<file path="src/rtl/frame_swap_controller.sv">
// Double-buffer sequencer for the LED pixel memory: drains the channel drivers on each
// refresh tick, swaps front/back banks when the host has committed a frame, then launches.
module frame_swap_controller #(
  parameter int unsigned NUM_CHANNELS  = 8,
  parameter int unsigned DRAIN_TIMEOUT = 1024
) (
  input  logic                    clk,
  input  logic                    rst,
  input  logic                    frame_tick,
  input  logic                    host_commit,
  input  logic [NUM_CHANNELS-1:0] chan_enable,
  input  logic [NUM_CHANNELS-1:0] chan_busy,
  output logic                    front_bank,
  output logic                    back_bank,
  output logic [NUM_CHANNELS-1:0] chan_start,
  output logic                    commit_ack,
  output logic                    commit_pending,
  output logic                    frame_overrun,
  output logic [7:0]              overrun_count,
  output logic [15:0]             frame_count
);

  localparam int unsigned DRAIN_CNT_W = 16;
  localparam int unsigned OVR_CNT_W   = 8;
  localparam int unsigned FRM_CNT_W   = 16;

  localparam logic [DRAIN_CNT_W-1:0] DRAIN_LAST = DRAIN_CNT_W'(DRAIN_TIMEOUT - 1);

  typedef enum logic [1:0] {
    IDLE   = 2'd0,
    DRAIN  = 2'd1,
    SWAP   = 2'd2,
    LAUNCH = 2'd3
  } state_e;

  state_e                 state_q, state_d;
  logic [DRAIN_CNT_W-1:0] drain_cnt_q, drain_cnt_d;
  logic                   front_bank_q, front_bank_d;
  logic                   commit_pending_q, commit_pending_d;
  logic                   frame_overrun_q, frame_overrun_d;
  logic [OVR_CNT_W-1:0]   overrun_count_q, overrun_count_d;
  logic [FRM_CNT_W-1:0]   frame_count_q, frame_count_d;

  logic busy_any;
  logic drain_timeout;
  logic tick_overrun;

  assign busy_any      = |(chan_busy & chan_enable);
  assign drain_timeout = (state_q == DRAIN) && busy_any && (drain_cnt_q == DRAIN_LAST);
  assign tick_overrun  = frame_tick && (state_q != IDLE);

  // State register and all sequential bookkeeping
  always_ff @(posedge clk) begin
    if (rst) begin
      state_q          <= IDLE;
      drain_cnt_q      <= '0;
      front_bank_q     <= 1'b0;
      commit_pending_q <= 1'b0;
      frame_overrun_q  <= 1'b0;
      overrun_count_q  <= '0;
      frame_count_q    <= '0;
    end else begin
      state_q          <= state_d;
      drain_cnt_q      <= drain_cnt_d;
      front_bank_q     <= front_bank_d;
      commit_pending_q <= commit_pending_d;
      frame_overrun_q  <= frame_overrun_d;
      overrun_count_q  <= overrun_count_d;
      frame_count_q    <= frame_count_d;
    end
  end

  // Sequencing: IDLE -> DRAIN -> (SWAP) -> LAUNCH -> IDLE, with drain timeout back to IDLE
  always_comb begin
    state_d     = state_q;
    drain_cnt_d = drain_cnt_q;
    unique case (state_q)
      IDLE: begin
        if (frame_tick) begin
          state_d     = DRAIN;
          drain_cnt_d = '0;
        end
      end
      DRAIN: begin
        if (!busy_any) begin
          state_d = commit_pending_q ? SWAP : LAUNCH;
        end else if (drain_cnt_q == DRAIN_LAST) begin
          state_d = IDLE;
        end else begin
          drain_cnt_d = drain_cnt_q + DRAIN_CNT_W'(1);
        end
      end
      SWAP:    state_d = LAUNCH;
      LAUNCH:  state_d = IDLE;
      default: state_d = IDLE;
    endcase
  end

  // Bank flip, commit tracking and counters
  always_comb begin
    front_bank_d     = front_bank_q;
    commit_pending_d = commit_pending_q;
    frame_overrun_d  = drain_timeout || tick_overrun;
    overrun_count_d  = overrun_count_q;
    frame_count_d    = frame_count_q;

    if (state_q == SWAP) begin
      front_bank_d     = ~front_bank_q;
      commit_pending_d = 1'b0;
    end
    // A commit landing in the SWAP cycle belongs to the next frame, so set wins
    if (host_commit) begin
      commit_pending_d = 1'b1;
    end

    if (frame_overrun_d && (overrun_count_q != '1)) begin
      overrun_count_d = overrun_count_q + OVR_CNT_W'(1);
    end

    if (state_q == LAUNCH) begin
      frame_count_d = frame_count_q + FRM_CNT_W'(1);
    end
  end

  // Moore strobes decoded from the state register
  assign commit_ack     = (state_q == SWAP);
  assign chan_start     = (state_q == LAUNCH) ? chan_enable : '0;

  assign front_bank     = front_bank_q;
  assign back_bank      = ~front_bank_q;
  assign commit_pending = commit_pending_q;
  assign frame_overrun  = frame_overrun_q;
  assign overrun_count  = overrun_count_q;
  assign frame_count    = frame_count_q;

endmodule
</file>
<file path="config.mk">
export PLATFORM = sky130hd
export DESIGN_NAME = frame_swap_controller
export DESIGN_NICKNAME = d
export VERILOG_FILES = /design/src/rtl/frame_swap_controller.sv
export SDC_FILE = /design/constraint.sdc
export NUM_CORES = 1
export LEC_CHECK = 0
export ABC_CLOCK_PERIOD_IN_PS = 2600
export CAP_MARGIN = 40
export CORE_MARGIN = 1
export CORE_UTILIZATION = 45
export DETAILED_ROUTE_END_ITERATION = 10
export GPL_TIMING_DRIVEN = 0
export PLACE_DENSITY = 0.73
export SLEW_MARGIN = 20
export SYNTH_ARGS = -nofsm -noshare
export SYNTH_HDL_FRONTEND = slang
export SYNTH_SLANG_ARGS = --single-unit
</file>
<file path="constraint.sdc">
create_clock -name clk -period 2.6 [get_ports clk]
set_input_delay 0.26 -clock clk [delete_from_list [all_inputs] [get_ports clk]]
set_output_delay 0.26 -clock clk [all_outputs]
set_load 0.1 [all_outputs]
</file>
# Yosys cells after proc, flatten, opt, wreduce, memory -nomap -nowiden
# Cells that the tools add are included.
[word_totals]
out_inout_bits = 37
ff_bits = 45
in_bits = 20
word_cells = 45
[classes]
n_bitwise = 2
reduce_logical = 12
addsub = 3
n_eq_ne = 9
n_mux = 12
[op_table]
columns = ["op", "count"]
rows = [
  ["$mux 16", 3],
  ["$add 16x1->16 const B", 2],
  ["$pmux 16 s2", 1],
  ["$eq 16x10->1 const B", 1],
  ["$add 8x1->8 const B", 1],
  ["$and 8x8->8", 1],
  ["$mux 8", 1],
  ["$ne 8x8->1 const B", 1],
  ["$pmux 2 s4", 1],
  ["$reduce_or 8->1", 1],
  ["$mux 2", 3],
  ["$ne 2x2->1 const B", 3],
  ["$reduce_bool 2->1", 3],
  ["$eq 2x2->1 const B", 2],
  ["$logic_and 1x1->1", 4],
  ["$reduce_and 4->1", 1],
  ["$mux 1", 3],
  ["$ne 3x2->1 const B", 1],
  ["$eq 2x1->1 const B", 1],
  ["$logic_not 2->1", 1],
  ["$reduce_and 2->1", 1],
  ["$logic_or 1x1->1", 1],
  ["$not 1->1", 1],
]

# Longest topological paths before layout
[depth]
depth_word = 6
depth_mapped = 7
depth_no_buf = 6

# Worst setup path before layout
# Ideal clock, no wire load.
[synth_path]
path_kind = "flip-flop to flip-flop"
startpoint = "reg (tool-made name)"
endpoint = "reg commit_pending_q, in the netlist commit_pending"
period_less_slack_ns = 2.491
setup_ns = 0.128
path_buffers = 1
stages_incl_launch_ff = 6
t_arrival_ns = 2.363
t_required_ns = 2.472
setup_slack_ns = 0.109
path_cell_list = "dfxtp_1 > clkbuf_1 > nor2b_1 > nor2b_1 > nor2_1 > nor2_1"
[synth_rtl]
columns = ["item", "line_no", "text"]
rows = [
  ["end signal, assigned", "66", "commit_pending_q <= commit_pending_d;"],
  ["end, declared", "39", "logic commit_pending_q, commit_pending_d;"],
]

==> run metrics <==
status=completed; f_max=416 MHz; critical path arrival=roughly 2.2 ns; row cnt=26; fillcell total=slightly below 400; RSZ-0062 raised after global routing=false; post-synth top area share=0.372; Tmin final=~2.4 ns; Synth cell types=48; PD cells=385 nW/um2; vias per cell=between 5 and 6; Slew headroom=0.504; CP startpoint kind=register; first-pass GRT wire length=10100 um; Hold Path Origin=drain_cnt_q[6]; non-filler cells, final=between 400 and 500; WS Path Type=reg -> out; crit-path max FO=10; YS warnings=0; Max Clock Skew=between 0.005 and 0.006 ns; total track usage=0.234; Iteration-0 DRC Markers=212; Placer Congestion=0.786; top cell type by total area after synthesis=dfxtp_1; maximum vdd drop=around 0.34 mV; cell count after placement=around 450; Clock transition at path regs=approximately 0.09 ns; average routed wire per standard cell=roughly 14 um; nets@finish=approximately 410; EDFF count, synth=0; vias in the first global route=about 2300; CTS Buf Count=5; Final Max Tran Viols=0; io pins=57; leakage=~1.3 nW; worst path cell trace=clkbuf_1, nor2b_2, clkdlybuf4s50_1, buf_8; post-synthesis cell count=291; syn nets=between 300 and 400; CTS H-tree lvls=2; DR vias=2494; Residual DRC=0; drt pass-1 iters=5; reg2reg path depth=5; synth top area cells=dfxtp_1, nor2_1, a21oi_1, nand2_1, and3_1; Hold WS=between 0.5 and 0.6 ns; sequential share of the synthesized area=0.372; final hold viol count=0; worst-path cell with the longest stage delay=clkdlybuf4s50_1; worst-skew pair later-pin latency=just under 0.3 ns; hold bufs inserted after CTS=0; hpwl dp=between 4000 and 5000 um; fin util=0.730; Max-Cap Viols=0; ys async rst share=0; top cells by count, synth=dfxtp_1, nor2_1, nand2_1, a21oi_1, and3_1; Die X=~75 um; count leader, synth=dfxtp_1; crit share post-route=0.925; Total Wirelength=approximately 6500 um; Synth Cell Area=between 2000 and 2500 um2; clock root cell=clkbuf_8; Initial Utilization=0.472; reg2reg end=overrun_count[0]; hold path depth=2; # clock sinks=45; register bit count reported by yosys=between 40 and 50; CTS tree=built; grt ovf=0; number of diodes=0; PortBufs=56; Worst Hold End=drain_cnt_q[6]; Worst Path Required=2.34 ns; final setup vio count=0; setup TNS=0 ns; Hold WC Path Type=reg -> reg; CP peak stage delay=~0.58 ns; Clock Tree Buf Depth=2; Routed Antenna Nets=0; initial antenna violation count=0; die area=about 5700 um2; Post-Syn Area per Cell=8.33 um2; CP Capture Type=output pin; Reg2Reg Launch Point=drain_cnt_q[10]; fraction of layout cells with a size suffix above 1=0.173; Die Y=around 75 um; CORE AREA=about 5100 um2; largest net degree at the start of global routing=15; Main synth FF type=dfxtp_1; P&R area growth vs syn=54.7%; Least-Margin Pin Slew=around 0.74 ns; R2R setup slack=0.21 ns
[area by class of cell]
cell class	count	area [um2]	share of cell area
Inverter	13	48.8	0.0130
Clock inverter	2	37.5	0.0100
Timing Repair Buffer	93	1120	0.298
Clock buffer	6	82.6	0.0220
Tap cell	70	87.6	0.0234
Buffer	14	75.1	0.0200
Multi-Input combinational cell	219	1400	0.374
Sequential cell	45	901	0.240
[per-stage QoR]
step	power, mW	setup WS (ns)	area [um2]
3_3_place_gp	0.886	0.0483	3070
5_1_grt	1.51	0.0587	3750
2_1_floorplan	0.825	0.109	2420
4_1_cts	1.46	0.0789	3750
6_report	1.44	0.194	3750
3_5_place_dp	0.907	0.0739	3630
[cells by family after synthesis]
kind of cell | count (synthesis) | share of synthesized area
adders and majority gates | 3 | 0.0155
xor gates and xnor gates | 12 | 0.0434
DFF | 45 | 0.372
buffers and inverters | 27 | 0.0511
and+or+nand+nor | 139 | 0.317
muxes | 11 | 0.0480
AOI/OAI and AO/OA | 54 | 0.153
[registers in the layout, indices dropped and copies added (netlist names), named ones only]
signal and count:
drain_cnt_q 16, frame_count 16, overrun_count 8, commit_pending 1
frame_overrun 1, front_bank 1, state_q 1
[metal layers]
metal	track usage	vias up	part of all wire	wire, um
li1	-	1259	-	-
met1	0.263	1159	0.42	2710
met2	0.436	69	0.52	3330
met3	0.0569	7	0.055	357
met4	0.0679	0	0.0084	54
met5	0	-	0	0
[worst max path at each step]
stage	cells past startpoint	to
finish	4	commit_ack
global route	5	overrun_count[0]
CTS	4	commit_ack
detailed placement	7	drain_cnt_q[2]
global placement	3	commit_ack
floorplan	5	commit_pending
[report_power, final]
group	total [mW]	internal, mW	switching, mW
registers	0.704	0.696	0.00785
logic	0.188	0.0767	0.111
clock network	0.551	0.313	0.239
total	1.44	1.09	0.358
[placed cells by master, fill, tap and decap left out, types with 8 or more instances in the layout]
cell	n
clkdlybuf4s50_1	56
dfxtp_1	45
buf_8	37
nor2_1	28
nand2_1	24
a21oi_1	18
and3_1	14
inv_1	13
nand3_1	10
nor3_1	10
o31ai_1	9
xnor2_1	9
clkbuf_1	8
nand4_1	8
[timing repair]
item                                    in CTS  in global routing
setup buffers                                0                  0
gates resized for setup                      0                  1
endpoints found under the setup margin       0                  1
[worst max-delay path, delay by kind of cell, from the launching register on]
family	cells	cell delay, ns
buffers and inverters	3	1.10
DFF	1	0.43
and+or+nand+nor	1	0.33
No activity file was read; power rests on OpenSTA's default activity.
==> RTL change 1, RTL diff (config.mk and constraints unchanged) <==
Reset style: asynchronous (`rst`), changed in one clocked block.
--- a/src/rtl/frame_swap_controller.sv
+++ b/src/rtl/frame_swap_controller.sv
@@ -51,5 +51,5 @@
 
   // State register and all sequential bookkeeping
-  always_ff @(posedge clk) begin
+  always_ff @(posedge clk or posedge rst) begin
     if (rst) begin
       state_q          <= IDLE;
Function: differs if rst is asserted again (counterexample within 4 cycles, from zero or initial values and one cycle with rst high); with rst held inactive, the same outputs for 10 cycles.
==> RTL change 1 against the original RTL <==
Design area decreased by 3.5%. Area after synthesis decreased by 5.1%. Routed wire length decreased by 14%. Register-to-register slack improved by 0.05 ns. Sequential cell count unchanged. Die area decreased by 5.0%. Setup slack improved by 0.014 ns. Largest cell class is now non-clock buffers.
Power is not compared: it rests on default switching activity, and its combinational part moved more than twofold at a synthesized area within 25%.
==> RTL change 1: results (changes against the original RTL) <==
[grt]
grt_use_total=0.2381  ; +0.004529
grt_max_degree=25  ; +10
grt_pass1_vias=2101  ; -9.0%
antenna_found_initial=0  ; unchanged
grt_pass1_wl_um=9756  ; -3.5%

[finish]
layout.nets=344  ; -17%
n_antenna_cell=0  ; unchanged
layout-drive-gt1-share=0.1863  ; +0.01287
layout.cells.non_filler=389  ; -16%
fillers=324  ; -18%

[placement]
gp_congestion=0.7735  ; -1.6%
dpl.cell_count=381  ; -16%
port-buffer-count=56  ; unchanged
place_ws_ns=0.1706  ; +0.09675 ns
dp_hpwl_um=4375  ; -12%

[logic_synthesis]
seq_area_frac_synth=0.4897  ; +0.1180
netlist-cell-type-count=40  ; -17%
synth_flop_cell=dfrtp_1
synth-async-reset-ratio=1.000  ; +1.000
avgSynthCellArea_um2=10.45  ; +26%
synth.top_cells.by_count=dfrtp_1, nand2_1, xnor2_1
synth_area_leaders=dfrtp_1, xnor2_1, and3_1
syn_nets=243  ; -23%
ys_warn_count=0  ; unchanged
netlist.area_leader.share=0.4897  ; +0.1180

[cts]
ctsResizeCount=0  ; unchanged
clockBufferDepth=2  ; unchanged
worstSkewPairLatency_ns=0.29  ; about the same
cts_setup_buffers=0  ; unchanged
htreeDepth=2  ; unchanged
cts_made_buffers=5  ; unchanged
clk_pin_slew_ns=0.09  ; about the same

[drt]
met1_length_um=2328  ; -14%
route.met2.wl_um=3049  ; -8.4%
vias=2032  ; -19%
dr_wl_met3_um=110  ; -69%
drt_iter0_markers=79  ; -63%
drt-total-wl_um=5549  ; -14%
topRoutingLayerUsed=met4
firstDrtPassIters=4  ; -1

[sta]
period_share=0.9197  ; -0.005549
worst_clock_skew_ns=0.004831  ; -0.0009774 ns
relSlewSlack=0.5654  ; +0.06153
fin_setup_tns_ns=0  ; unchanged
holdWs_ns=0.3110  ; -0.1906 ns

[critical_path]
r2r_start=drain_cnt_q[10]
worstPathMaxFanout=10  ; unchanged
cp-start-kind=flop
r2r_slack_ns=0.26  ; +0.05 ns
cpPeakStageDelay_ns=0.52  ; -0.06 ns
cp.arrival_ns=2.13  ; -0.02 ns
slowest_stage=dfrtp_1

[power_and_ir_drop]
p_int_mw=1.734
ir_worst_vdd_mv=0.6797

[min_path]
hold_class=in -> async

[run_status]
status=finished clean

==> RTL change 1: changes by cell type after synthesis, sizes merged, moves of 5 or more <==
cell	before	now
or4	12	2
nor3	13	5
and4	0	5
xnor2	9	20
nor2b	8	1
nor2	28	17
inv	13	4
a21oi	18	3
o31ai	9	0
dfxtp	45	0
dfrtp	0	45
==> RTL change 1: final cells by class <==
cell class | count | share of cell area
Timing Repair Buffer | 94 | 0.3162
Inverter | 4 | 0.004151
Clock buffer | 5 | 0.01902
Tap cell | 67 | 0.02318
Buffer | 6 | 0.006226
Clock inverter | 3 | 0.005880
Multi-Input combinational cell | 165 | 0.3141
Sequential cell | 45 | 0.3113
==> RTL change 1: routing by layer <==
metal,global-route usage,vias up
li1,-,987
met5,0,-
met3,0.03704,6
met4,0.07479,0
met1,0.2907,1012
met2,0.4292,27
==> RTL change 1: worst max-delay path, delay by kind of cell (launching register included) <==
family | cells | cell delay, ns
flip-flops | 1 | 0.52
AND/OR/NAND/NOR | 1 | 0.19
buffers and inverters | 4 | 1.12
==> RTL change 1: cells by family after synthesis <==
family / after synthesis / synth area share
AOI/OAI and AO/OA: 19 / 0.06093
xor gates and xnor gates: 25 / 0.09521
adders and majority gates: 3 / 0.01632
buffers and inverters: 10 / 0.01632
DFF: 45 / 0.4897
muxes: 11 / 0.05114
and+or+nand+nor: 107 / 0.2704
==> RTL change 1: power groups by stage <==
stage | Clock (mW) | Sequential [mW] | Combinational, mW
2_1_floorplan | 0 | 1.68 | 0.510
3_3_place_gp | 0 | 1.01 | 1.55
3_5_place_dp | 0 | 1.02 | 1.97
4_1_cts | 0.449 | 1.00 | 1.98
5_1_grt | 0.480 | 1.03 | 2.07
6_report | 0.441 | 1.01 | 1.97
==> RTL change 1: through the flow <==
step	instance area, um2	utilization
finish	3617	0.7509
global placement	2944	0.6112
global route	3617	0.7509
detailed placement	3527	0.7322
CTS	3617	0.7509
floorplan	2300	-
==> RTL change 1: worst paths after layout <==
path | depth (start not counted) | to
min in group clk | 1 | frame_count[8]
max in group asynchronous | 3 | drain_cnt_q[7]
worst max register to register | 5 | overrun_count[6]
worst min-delay path | 2 | frame_count[14]
worst max-delay path | 5 | commit_ack
worst min register to register | 1 | frame_count[8]
==> RTL change 2, RTL diff (same flow settings) <==
Made on the original files. Set the parameter `DRAIN_TIMEOUT` to 512 (it was 1024).
--- a/src/rtl/frame_swap_controller.sv
+++ b/src/rtl/frame_swap_controller.sv
@@ -3,5 +3,5 @@
 module frame_swap_controller #(
   parameter int unsigned NUM_CHANNELS  = 8,
-  parameter int unsigned DRAIN_TIMEOUT = 1024
+  parameter int unsigned DRAIN_TIMEOUT = 512
 ) (
   input  logic                    clk,
Formal check against the unedited RTL: no difference found for any inputs over 10 cycles, from zero or initial values and one cycle with rst high; that may be too few to reach the edited logic, so the function may still have changed.
==> RTL change 2 against the original RTL <==
Count of clock-buffer cells in the layout did not move. Sequential cell count did not move. Setup slack worse by 0.15 ns. Total power rose by 1.2%. Synthesized cell count fell by 6.5%. Sequential power about the same. Design area is 2.6% lower. Routed wire length grew 1.2%. Area after synthesis is 7.5% lower. Utilization up 3.9 points. Critical endpoint is now overrun_count[4].
==> RTL change 2: results (changes against the original RTL) <==
[grt]
grt_pass1_wl_um=10180  ; +0.68%
grt_max_degree=20  ; +5
use_met2=0.4714  ; +0.03593
grt_pass1_vias=2252  ; -2.4%
grt_use_met1=0.2767  ; +0.01378
grtUsageMet3=0.04144  ; -0.01544
grt_use_total=0.2476  ; +0.01401

[critical_path]
worstPathMaxFanout=7  ; -3
slowest_stage=or4_1
cp_top_family=simple AND/OR/NAND/NOR gates
cpPeakStageDelay_ns=0.53  ; -0.05 ns

[placement]
port-buffer-count=55  ; -1.8%
place_ws_ns=-0.2767  ; -0.3506 ns
dp_hpwl_um=4697  ; -5.1%
gp_congestion=0.7784  ; -0.98%

[drt]
route.met2.wl_um=3572  ; +7.4%
drt-total-wl_um=6530  ; +1.2%
met1_length_um=2734  ; +0.74%
dr_wl_met3_um=145  ; -59%
firstDrtPassIters=5  ; unchanged
drt_iter0_markers=140  ; -34%
vias=2387  ; -4.3%

[finish]
layout.nets=398  ; -3.9%
fillers=334  ; -16%
layout-drive-gt1-share=0.1782  ; +0.004722

[logic_synthesis]
synth_fa_ha_area_frac=0.01674  ; +0.001253
syn_nets=295  ; -6.1%
synth.area.mux_share=0.01451  ; -0.03350
synth_compound_area_frac=0.1468  ; -0.006050
synth-xor-area-share=0.06250  ; +0.01913
netlist-cell-type-count=38  ; -21%

[sta]
relSlewSlack=0.6435  ; +0.1396
worst_clock_skew_ns=0.005919  ; +0.0001108 ns

[power_and_ir_drop]
pg_seq_mw=0.704  ; about the same
p_int_mw=1.089  ; +0.34%
comb_power_mw=0.196  ; +4%
ir_worst_vdd_mv=0.3594  ; +6.8%

[min_path]
hold_class=in -> reg

[run_status]
status=finished clean

## RTL change 2: final cells by class
type,instances,area [um2],area share
plain buffers,16,78.83,0.02158
clock inverters,2,37.54,0.01028
multi-input cells,206,1296,0.3549
repair buffers,97,1156,0.3165
well taps,67,83.83,0.02295
inverters,4,15.01,0.004111
flip-flops and latches,45,902.1,0.2470
clock buffers,6,82.58,0.02261
## RTL change 2: repair_timing
action	in CTS	in global routing
pin swaps	2	4
setup buffers	0	5
hold buffers	0	0
resized for setup	5	13
setup endpoints to repair	30	25
## RTL change 2: logic make-up after synthesis
| family | Yosys count |
|---|---|
| simple gates | 129 |
| compound gates | 55 |
| flops | 45 |
| buf+inv | 21 |
| xor+xnor | 16 |
| mux | 3 |
| fa+ha+maj | 3 |
## RTL change 2: through the flow
| stage | instance area [um2] | instances | hold WS (ns) | power, mW |
|---|---|---|---|---|
| 2_1_floorplan | 2245 | 272 | 0.3774 | 0.8194 |
| 3_3_place_gp | 2879 | 394 | 0.4639 | 0.8803 |
| 3_5_place_dp | 3447 | 431 | 0.4764 | 0.9017 |
| 4_1_cts | 3586 | 438 | 0.4160 | 1.457 |
| 5_1_grt | 3652 | 443 | 0.4606 | 1.508 |
| 6_report | 3652 | 443 | 0.4094 | 1.460 |
## RTL change 2: final timing paths
| path | start | end | slack (ns) | depth (start not counted) |
|---|---|---|---|---|
| hold / removal | rst | overrun_count[5] | 0.41 | 3 |
| setup reg to reg | drain_cnt_q[13] | overrun_count[4] | 0.04 | 6 |
| setup / recovery | drain_cnt_q[13] | overrun_count[4] | 0.04 | 6 |
| hold reg to reg | drain_cnt_q[15] | drain_cnt_q[15] | 0.49 | 2 |
